<file path="src/rtl/video_timing_pkg.sv">
// Shared constants and types for the raster timing generator.
// Defaults describe 1280x720p60 at a 74.25 MHz pixel clock.
package video_timing_pkg;

    localparam int DEF_X_BITS   = 13;
    localparam int DEF_Y_BITS   = 13;

    localparam int DEF_H_ACTIVE = 1280;
    localparam int DEF_H_FRONT  = 110;
    localparam int DEF_H_SYNC   = 40;
    localparam int DEF_H_BACK   = 220;

    localparam int DEF_V_ACTIVE = 720;
    localparam int DEF_V_FRONT  = 5;
    localparam int DEF_V_SYNC   = 5;
    localparam int DEF_V_BACK   = 20;

    // Regions in the order they occur along an axis.
    typedef enum logic [1:0] {
        ACTIVE,
        FRONT,
        SYNC,
        BACK
    } region_t;

endpackage

</file>
<file path="src/rtl/timing_axis_counter.sv">
// One raster axis: a wrapping position counter plus decode of the
// active / front porch / sync / back porch regions. Region boundaries are
// summed at counter width, so a zero-length porch or sync simply vanishes.
module timing_axis_counter
    import video_timing_pkg::*;
#(
    parameter int BITS = DEF_X_BITS
) (
    input  logic            clk,
    input  logic            reset,
    input  logic            advance,
    input  logic [BITS-1:0] active,
    input  logic [BITS-1:0] front,
    input  logic [BITS-1:0] sync,
    input  logic [BITS-1:0] back,
    output logic [BITS-1:0] count,
    output logic            in_active,
    output logic            in_sync,
    output logic            wrap
);

    localparam logic [BITS-1:0] ONE = BITS'(1);

    logic [BITS-1:0] r_count;
    logic [BITS-1:0] w_total;
    logic [BITS-1:0] w_syncStart;
    logic [BITS-1:0] w_backStart;
    region_t         w_region;

    assign w_total     = active + front + sync + back;
    assign w_syncStart = active + front;
    assign w_backStart = w_syncStart + sync;
    assign wrap        = (r_count == (w_total - ONE));

    // Position counter: steps on advance and returns to zero after the last position.
    always_ff @(posedge clk or posedge reset) begin
        if (reset) begin
            r_count <= '0;
        end else if (advance) begin
            r_count <= wrap ? '0 : (r_count + ONE);
        end
    end

    // Region decode; an empty region is skipped because its bounds coincide.
    always_comb begin
        w_region = BACK;
        if (r_count < active) begin
            w_region = ACTIVE;
        end else if (r_count < w_syncStart) begin
            w_region = FRONT;
        end else if (r_count < w_backStart) begin
            w_region = SYNC;
        end
    end

    assign count     = r_count;
    assign in_active = (w_region == ACTIVE);
    assign in_sync   = (w_region == SYNC);

endmodule

</file>
<file path="src/rtl/video_timing_gen.sv">
// Free-running raster timing generator (x/y, syncs, active, line/frame markers).
// Optional feature macro: VTG_RUNTIME_CFG_EN adds the cfg_* ports, which are
// captured into shadow registers on the last pixel of a frame so new timing
// always starts cleanly at the next frame. Without it the timing is fixed by
// the parameters.
module video_timing_gen
    import video_timing_pkg::*;
#(
    parameter int X_BITS   = DEF_X_BITS,
    parameter int Y_BITS   = DEF_Y_BITS,
    parameter int H_ACTIVE = DEF_H_ACTIVE,
    parameter int H_FRONT  = DEF_H_FRONT,
    parameter int H_SYNC   = DEF_H_SYNC,
    parameter int H_BACK   = DEF_H_BACK,
    parameter int V_ACTIVE = DEF_V_ACTIVE,
    parameter int V_FRONT  = DEF_V_FRONT,
    parameter int V_SYNC   = DEF_V_SYNC,
    parameter int V_BACK   = DEF_V_BACK,
    parameter bit HS_POL   = 1'b1,
    parameter bit VS_POL   = 1'b1
) (
    input  logic              clk,
    input  logic              reset,
    input  logic              enable,
`ifdef VTG_RUNTIME_CFG_EN
    input  logic [X_BITS-1:0] cfg_h_active,
    input  logic [X_BITS-1:0] cfg_h_front,
    input  logic [X_BITS-1:0] cfg_h_sync,
    input  logic [X_BITS-1:0] cfg_h_back,
    input  logic [Y_BITS-1:0] cfg_v_active,
    input  logic [Y_BITS-1:0] cfg_v_front,
    input  logic [Y_BITS-1:0] cfg_v_sync,
    input  logic [Y_BITS-1:0] cfg_v_back,
`endif
    output logic [X_BITS-1:0] x,
    output logic [Y_BITS-1:0] y,
    output logic              hsync,
    output logic              vsync,
    output logic              active,
    output logic              line_start,
    output logic              frame_start,
    output logic [X_BITS-1:0] total_active_pix
);

    logic [X_BITS-1:0] w_hActive;
    logic [X_BITS-1:0] w_hFront;
    logic [X_BITS-1:0] w_hSync;
    logic [X_BITS-1:0] w_hBack;
    logic [Y_BITS-1:0] w_vActive;
    logic [Y_BITS-1:0] w_vFront;
    logic [Y_BITS-1:0] w_vSync;
    logic [Y_BITS-1:0] w_vBack;

    logic [X_BITS-1:0] w_hCount;
    logic [Y_BITS-1:0] w_vCount;
    logic              w_hActiveRgn;
    logic              w_hSyncRgn;
    logic              w_hWrap;
    logic              w_vActiveRgn;
    logic              w_vSyncRgn;
    logic              w_vWrap;

`ifdef VTG_RUNTIME_CFG_EN
    logic [X_BITS-1:0] r_hActive;
    logic [X_BITS-1:0] r_hFront;
    logic [X_BITS-1:0] r_hSync;
    logic [X_BITS-1:0] r_hBack;
    logic [Y_BITS-1:0] r_vActive;
    logic [Y_BITS-1:0] r_vFront;
    logic [Y_BITS-1:0] r_vSync;
    logic [Y_BITS-1:0] r_vBack;
    logic              w_frameEnd;

    assign w_frameEnd = enable & w_hWrap & w_vWrap;

    // Shadow timing: capture the cfg ports only on the final pixel of a frame.
    always_ff @(posedge clk or posedge reset) begin
        if (reset) begin
            r_hActive <= X_BITS'(H_ACTIVE);
            r_hFront  <= X_BITS'(H_FRONT);
            r_hSync   <= X_BITS'(H_SYNC);
            r_hBack   <= X_BITS'(H_BACK);
            r_vActive <= Y_BITS'(V_ACTIVE);
            r_vFront  <= Y_BITS'(V_FRONT);
            r_vSync   <= Y_BITS'(V_SYNC);
            r_vBack   <= Y_BITS'(V_BACK);
        end else if (w_frameEnd) begin
            r_hActive <= cfg_h_active;
            r_hFront  <= cfg_h_front;
            r_hSync   <= cfg_h_sync;
            r_hBack   <= cfg_h_back;
            r_vActive <= cfg_v_active;
            r_vFront  <= cfg_v_front;
            r_vSync   <= cfg_v_sync;
            r_vBack   <= cfg_v_back;
        end
    end

    assign w_hActive = r_hActive;
    assign w_hFront  = r_hFront;
    assign w_hSync   = r_hSync;
    assign w_hBack   = r_hBack;
    assign w_vActive = r_vActive;
    assign w_vFront  = r_vFront;
    assign w_vSync   = r_vSync;
    assign w_vBack   = r_vBack;
`else
    logic w_unusedVWrap;

    assign w_hActive     = X_BITS'(H_ACTIVE);
    assign w_hFront      = X_BITS'(H_FRONT);
    assign w_hSync       = X_BITS'(H_SYNC);
    assign w_hBack       = X_BITS'(H_BACK);
    assign w_vActive     = Y_BITS'(V_ACTIVE);
    assign w_vFront      = Y_BITS'(V_FRONT);
    assign w_vSync       = Y_BITS'(V_SYNC);
    assign w_vBack       = Y_BITS'(V_BACK);
    assign w_unusedVWrap = w_vWrap;
`endif

    timing_axis_counter #(
        .BITS (X_BITS)
    ) u_hAxis (
        .clk       (clk),
        .reset     (reset),
        .advance   (enable),
        .active    (w_hActive),
        .front     (w_hFront),
        .sync      (w_hSync),
        .back      (w_hBack),
        .count     (w_hCount),
        .in_active (w_hActiveRgn),
        .in_sync   (w_hSyncRgn),
        .wrap      (w_hWrap)
    );

    timing_axis_counter #(
        .BITS (Y_BITS)
    ) u_vAxis (
        .clk       (clk),
        .reset     (reset),
        .advance   (enable & w_hWrap),
        .active    (w_vActive),
        .front     (w_vFront),
        .sync      (w_vSync),
        .back      (w_vBack),
        .count     (w_vCount),
        .in_active (w_vActiveRgn),
        .in_sync   (w_vSyncRgn),
        .wrap      (w_vWrap)
    );

    // Registered outputs trail the counters by one enabled cycle and hold while disabled.
    always_ff @(posedge clk or posedge reset) begin
        if (reset) begin
            x           <= '0;
            y           <= '0;
            active      <= 1'b0;
            hsync       <= ~HS_POL;
            vsync       <= ~VS_POL;
            line_start  <= 1'b0;
            frame_start <= 1'b0;
        end else if (enable) begin
            x           <= w_hCount;
            y           <= w_vCount;
            active      <= w_hActiveRgn & w_vActiveRgn;
            hsync       <= w_hSyncRgn ? HS_POL : ~HS_POL;
            vsync       <= w_vSyncRgn ? VS_POL : ~VS_POL;
            line_start  <= (w_hCount == '0);
            frame_start <= (w_hCount == '0) && (w_vCount == '0);
        end
    end

    assign total_active_pix = w_hActive;

endmodule

</file>
<file path="config.mk">
export PLATFORM = sky130hd
export DESIGN_NAME = video_timing_gen
export DESIGN_NICKNAME = d
export VERILOG_FILES = /design/src/rtl/video_timing_pkg.sv /design/src/rtl/timing_axis_counter.sv /design/src/rtl/video_timing_gen.sv
export SDC_FILE = /design/constraint.sdc
export NUM_CORES = 1
export LEC_CHECK = 0
export ABC_AREA = 1
export CAP_MARGIN = 40
export CORE_ASPECT_RATIO = 1.25
export CORE_UTILIZATION = 45
export DETAILED_ROUTE_END_ITERATION = 10
export MAX_ROUTING_LAYER = met4
export PLACE_DENSITY = 0.68
export SYNTH_ARGS = -nofsm -noshare
export SYNTH_HDL_FRONTEND = slang
export SYNTH_SLANG_ARGS = --single-unit
</file>
<file path="constraint.sdc">
create_clock -name clk -period 3.48 [get_ports clk]
set_input_delay 0.522 -clock clk [delete_from_list [all_inputs] [get_ports clk]]
set_output_delay 0.522 -clock clk [all_outputs]
set_load 0.02 [all_outputs]
</file>
==> results of run 1 <==
registers in the layout (all words and copies together), names as in the netlist:
register	flops
vsync	1
hsync	1
y	13
frame_start	1
line_start	1
x	13
u_hAxis.count	13
u_vAxis.count	13
active	1
per-layer routing:
metal	wire (um)	GRT usage (%)
met5	0	-
met4	252	14.74
met3	222	4.541
met2	3728	36.04
met1	3024	25.60
worst register-to-register path, stage by stage (launching register included):
cell      delay [ns]
dfrtp_1         0.39
inv_1           0.16
nand4_1         0.11
nor2_1          0.20
nand3_1         0.63
clkinv_4        0.25
o21ai_1         0.09
nand2_1         0.06
cells in the final DEF, fill, tap and decap left out, types with 9 or more instances in the layout:
master and count:
clkbuf_8 12, clkdlybuf4s50_1 33, conb_1 13, dfrtp_1 57
inv_1 34, nand2_1 116, nand3_1 27, nand4_1 12
nor2_1 46, o21ai_0 27, o21ai_1 9, xor2_1 9
report_power, final:
group	internal, uW	switching [uW]	leakage, uW
Combinational	154	271	0.000929
Clock	309	261	0.0000980
Sequential	742	96.2	0.000727
Total	1200	628	0.00175
worst max path at each step:
stage,start,end,slack (ns),depth (start not counted)
after floorplan,reset,active,1.56,1
after global placement,enable,u_vAxis.count[11],1.38,5
after detailed placement,enable,u_vAxis.count[11],1.34,5
after CTS,u_hAxis.count[1],u_vAxis.count[11],1.52,8
after global routing,u_hAxis.count[11],u_vAxis.count[11],1.33,7
final,u_hAxis.count[11],u_vAxis.count[11],1.53,7
metrics by stage:
step                cell area [um2]  util [%]  hold slack (ns)
global placement               3446     52.16           0.4568
floorplan                      3142         -           0.4712
global route                   3626     54.89           0.4972
finish                         3626     54.89           0.4722
detailed placement             3446     52.16           0.4640
CTS                            3626     54.89           0.4782
cell type report:
type | instances | area share [%]
clock buffers | 12 | 4.555
clock inverters | 3 | 0.4141
inverters | 39 | 4.175
multi-input cells | 293 | 38.58
flip-flops and latches | 57 | 39.34
well taps | 87 | 3.002
repair buffers | 37 | 9.938
cell families (layout without fill, tap and decap cells):
kind of cell	after synthesis	in the layout	share of synthesized area, %
AND/OR/NAND/NOR	217	217	30.31
other	2	13	0.2422
adder cells (fa/ha/maj)	6	6	2.421
XOR/XNOR	9	9	2.543
flip-flops	57	57	46.00
buffers and inverters	66	91	10.21
AO/OA/AOI/OAI	48	48	8.273
==> results.toml, run 1 <==
[grt]
grt_pass1_wl_um = 11860
grt_use_total_pct = 22.42
antenna_found_initial = 0
grt_pass1_vias = 2446
grt_max_degree = 36
grt.overflow.total = 0

[timing]
layout_worst_path_cycle_share_pct = 56.14
tightest_slew_ns = 0.8427
hold_viol = 0
fmax_mhz = 511.8
finalWorstSetupSlack_ns = 1.526
setup_viol = 0
tns_ns = 0
finClkSkew_ns = 0.007212
slew_viol_final = 0
rsz0062_at_grt = "false"
relSlewSlack_pct = 43.67
fin_crit_ns = 1.954

[critical_path]
ff2ff_setup_slack_ns = 1.53
cpPeakStageDelay_ns = 0.63
crit_family = "simple AND/OR/NAND/NOR gates"
cp.buffers_inverters = 2
r2r-end = "u_vAxis.count[11]"
crit_path_start_kind = "flop"
rr_worst_depth = 7
arrival_ns = 2.23
required_ns = 3.76
slowest_stage = "nand3_1"
path_cells = "inv_1 -> nand4_1 -> nor2_1 -> nand3_1 -> clkinv_4 -> o21ai_1 -> nand2_1"
reg2reg_from = "u_hAxis.count[11]"
path_class = "flop to flop"
critical_path.endpoint_type = "flop"
cp_max_fo = 20

[power_and_ir_drop]
powerDensity_nw_per_um2 = 505.3
peakVddDrop_mv = 0.2125
p_leak_uw = 0.001754
power_uw = 1832

[synthesis]
ys_seq_elements = 57
synth-main-ff-cell = "dfrtp_1"
synth_top_area_cell = "dfrtp_1"
synth-seq-area-share_pct = 46.00
syn-cell-area_um2 = 3100
synth_cell_type_count = 30
synth_edf_count = 0
synthTopCellsByCount = "nand2_1, dfrtp_1, nor2_1"
syn_area_per_cell_um2 = 7.655
synth_async_sr_flop_share_pct = 100.0
yosysMostFrequentCell = "nand2_1"
synth_top_area_share_pct = 46.00
ys_top_cells_by_area = "dfrtp_1, nand2_1, nor2_1"
synthCells = 405
synth_warnings = 0

[die]
core_um2 = 6606
die_x_um = 76.24
dieArea_um2 = 7228
start_util_pct = 46.93
die_y_um = 94.81
io_pins = 47
placementRows = 33

[drt]
vias_per_cell = 5.068
antenna_left = 0
drc = 0
wl_per_cell_um = 13.69
routed_wl_um = 7228
drt_iter0_drc = 215
vias = 2676
drt_pass1_iterations = 4

[clock_tree]
clkTransAtPathRegs_ns = 0.07
cts_sinks = 57
cts-buffers-inserted = 9
post_cts_resized = 0
ctsHoldBuffers = 0
worstSkewPairLatency_ns = 0.34
root_buffer = "clkbuf_8"
cts_max_level = 3
cts_setup_buffers = 0
clockBufferDepth = 2
tritoncts = "done"

[finish]
fillCellCount = 642
drive_gt1_share_pct = 7.937
final_nets = 446
diodes = 0
final_cells = 528
syn_to_final_growth_pct = 16.95
area.sequential_um2 = 1426
multi_input_area_um2 = 1399

[flow_run]
drv_cap = 0

[placement]
dp.cells = 513
gp_congestion = 0.9197
io_buffers = 33
dpl.hpwl_um = 5270
place_ws_ns = 1.335

[worst_hold_path]
min_to = "x[0]"
min_path_type = "flop to flop"
min_path_cells = 2
hold_path_startpoint = "x[0]"

[status]
status = "finished clean"
Note: power is estimated with default switching activity, not from simulation.
==> inputs of run 2 (changes only) <==
Clock period 3.48 ns to 1.8 ns, I/O delays scaled along.
==> run 2 against run 1 <==
Count of clock-buffer cells in the layout down 2. Core utilization up 1.7 points. Critical path type is now flop to primary output. Critical path depth down 6. Largest power group unchanged. Hold slack worse by 0.26 ns. Combinational power up 94%. Non-clock buffer count up 3.
==> results.toml, run 2 (synthesized netlist as in run 1, its figures left out) <==
[status]
status = "finished clean"

[placement]
dpl.hpwl_um = 5311
gp_congestion = 0.9787
io_buffers = 33
dpl_cell_area_um2 = 3506

[critical_path]
arrival_ns = 1.34
cp_num_cells = 1
crit_family = "buffers and inverters"
crit_path_start_kind = "flop"
cpPeakStageDelay_ns = 0.62
rr_worst_depth = 7
cp.buffers_inverters = 1
path_class = "flop to primary output"
path_cells = "clkdlybuf4s50_1"
slowest_stage = "clkdlybuf4s50_1"
cp_max_fo = 2
required_ns = 1.53
critical_path.endpoint_type = "primary output"

[timing]
tns_ns = 0
fmax_mhz = 619.8
whs_ns = 0.2089
hold_viol = 0
setup_viol = 0
rsz0062_at_grt = "false"
layout_worst_path_cycle_share_pct = 89.64
slew_viol_final = 0
finClkSkew_ns = 0.008514
fin_crit_ns = 1.613

[grt]
grt_use_total_pct = 22.52
grt_pass1_vias = 2521
grt.overflow.total = 0
grt_pass1_wl_um = 12100
grt_max_degree = 44
antenna_found_initial = 0

[drt]
drt_iter0_drc = 203
highest_layer = "met4"
routed_wl_um = 7213
wl_met1_um = 3006
vias = 2649
dr_wl_met3_um = 272
wl_met2_um = 3783
drt_pass1_iterations = 5
antenna_left = 0
vias_per_cell = 4.979
wl_per_cell_um = 13.56
drc = 0

[finish]
final_nets = 449
fin_util_pct = 56.57
drive_gt1_share_pct = 8.989
final_cell_mix = "nand2_1, dfrtp_1, nor2_1"
syn_to_final_growth_pct = 20.54
diodes = 0
fillCellCount = 607
final_area_um2 = 3737
layout_commonest_cell = "nand2_1"

[die]
start_util_pct = 46.93
die_y_um = 94.81
placementRows = 33
io_pins = 47
dieArea_um2 = 7228
core_um2 = 6606
die_x_um = 76.24

[clock_tree]
cts_sinks = 57
clockBufferDepth = 2
cts_max_level = 3
ctsHoldBuffers = 0
tritoncts = "done"
clkTransAtPathRegs_ns = 0.07
worstSkewPairLatency_ns = 0.35
root_buffer = "clkbuf_8"
cts-buffers-inserted = 9

[worst_hold_path]
min_path_type = "input port to async pin"

[flow_run]
drv_cap = 0

[power_and_ir_drop]
powerDensity_nw_per_um2 = 1023
p_leak_uw = 0.001792
peakVddDrop_mv = 0.4813
power_uw = 3823
-- run 2: path summary, 6_finish.rpt --
kind                             startpoint          endpoint  slack, ns
hold / removal                        reset              y[0]       0.21
max in group asynchronous             reset             y[12]       1.05
setup reg to reg           u_vAxis.count[0]  u_vAxis.count[4]       0.19
setup / recovery                       x[5]              x[5]       0.19
hold reg to reg                        x[0]              x[0]       0.47
min in group clk                       x[0]              x[0]       0.47
-- run 2: power by group --
| group | switching (uW) | leakage (uW) | internal [uW] |
|---|---|---|---|
| clock | 559 | 0.000105 | 818 |
| combinational | 521 | 0.000960 | 305 |
| sequential | 187 | 0.000727 | 1430 |
| total | 1270 | 0.00179 | 2560 |
-- run 2: cell type report --
| cell class | instances | area (um2) | area share (%) |
|---|---|---|---|
| multi-input cells | 293 | 1401 | 37.50 |
| inverters | 39 | 151.4 | 4.051 |
| well taps | 87 | 108.9 | 2.913 |
| clock inverters | 6 | 91.34 | 2.444 |
| repair buffers | 40 | 420.4 | 11.25 |
| flip-flops and latches | 57 | 1426 | 38.17 |
| clock buffers | 10 | 137.6 | 3.683 |
-- run 2: through the flow --
step	std cells	worst slack, ns
3_5_place_dp	516	0.1752
3_3_place_gp	516	0.2117
5_1_grt	532	0.07574
6_report	532	0.1866
4_1_cts	532	0.1728
2_1_floorplan	416	0.1304
-- run 2: repair_timing --
item                                    4_1_cts  5_1_grt
setup buffers                                 0        0
endpoints found under the setup margin        0        1
resized for setup                             0        1
-- run 2: metal layers --
| layer | vias to the layer above | global-route usage [%] |
|---|---|---|
| met3 | 14 | 4.638 |
| met4 | 0 | 10.42 |
| met2 | 63 | 38.59 |
| met1 | 1241 | 25.38 |
| li1 | 1331 | - |
| met5 | - | - |
-- run 2: worst register-to-register path, delay by kind of cell (launching register included) --
| kind | cells | cell delay [ns] |
|---|---|---|
| DFF | 1 | 0.46 |
| and+or+nand+nor | 4 | 0.47 |
| xor gates and xnor gates | 1 | 0.19 |
| adders and majority gates | 1 | 0.29 |
| buffers and inverters | 1 | 0.08 |
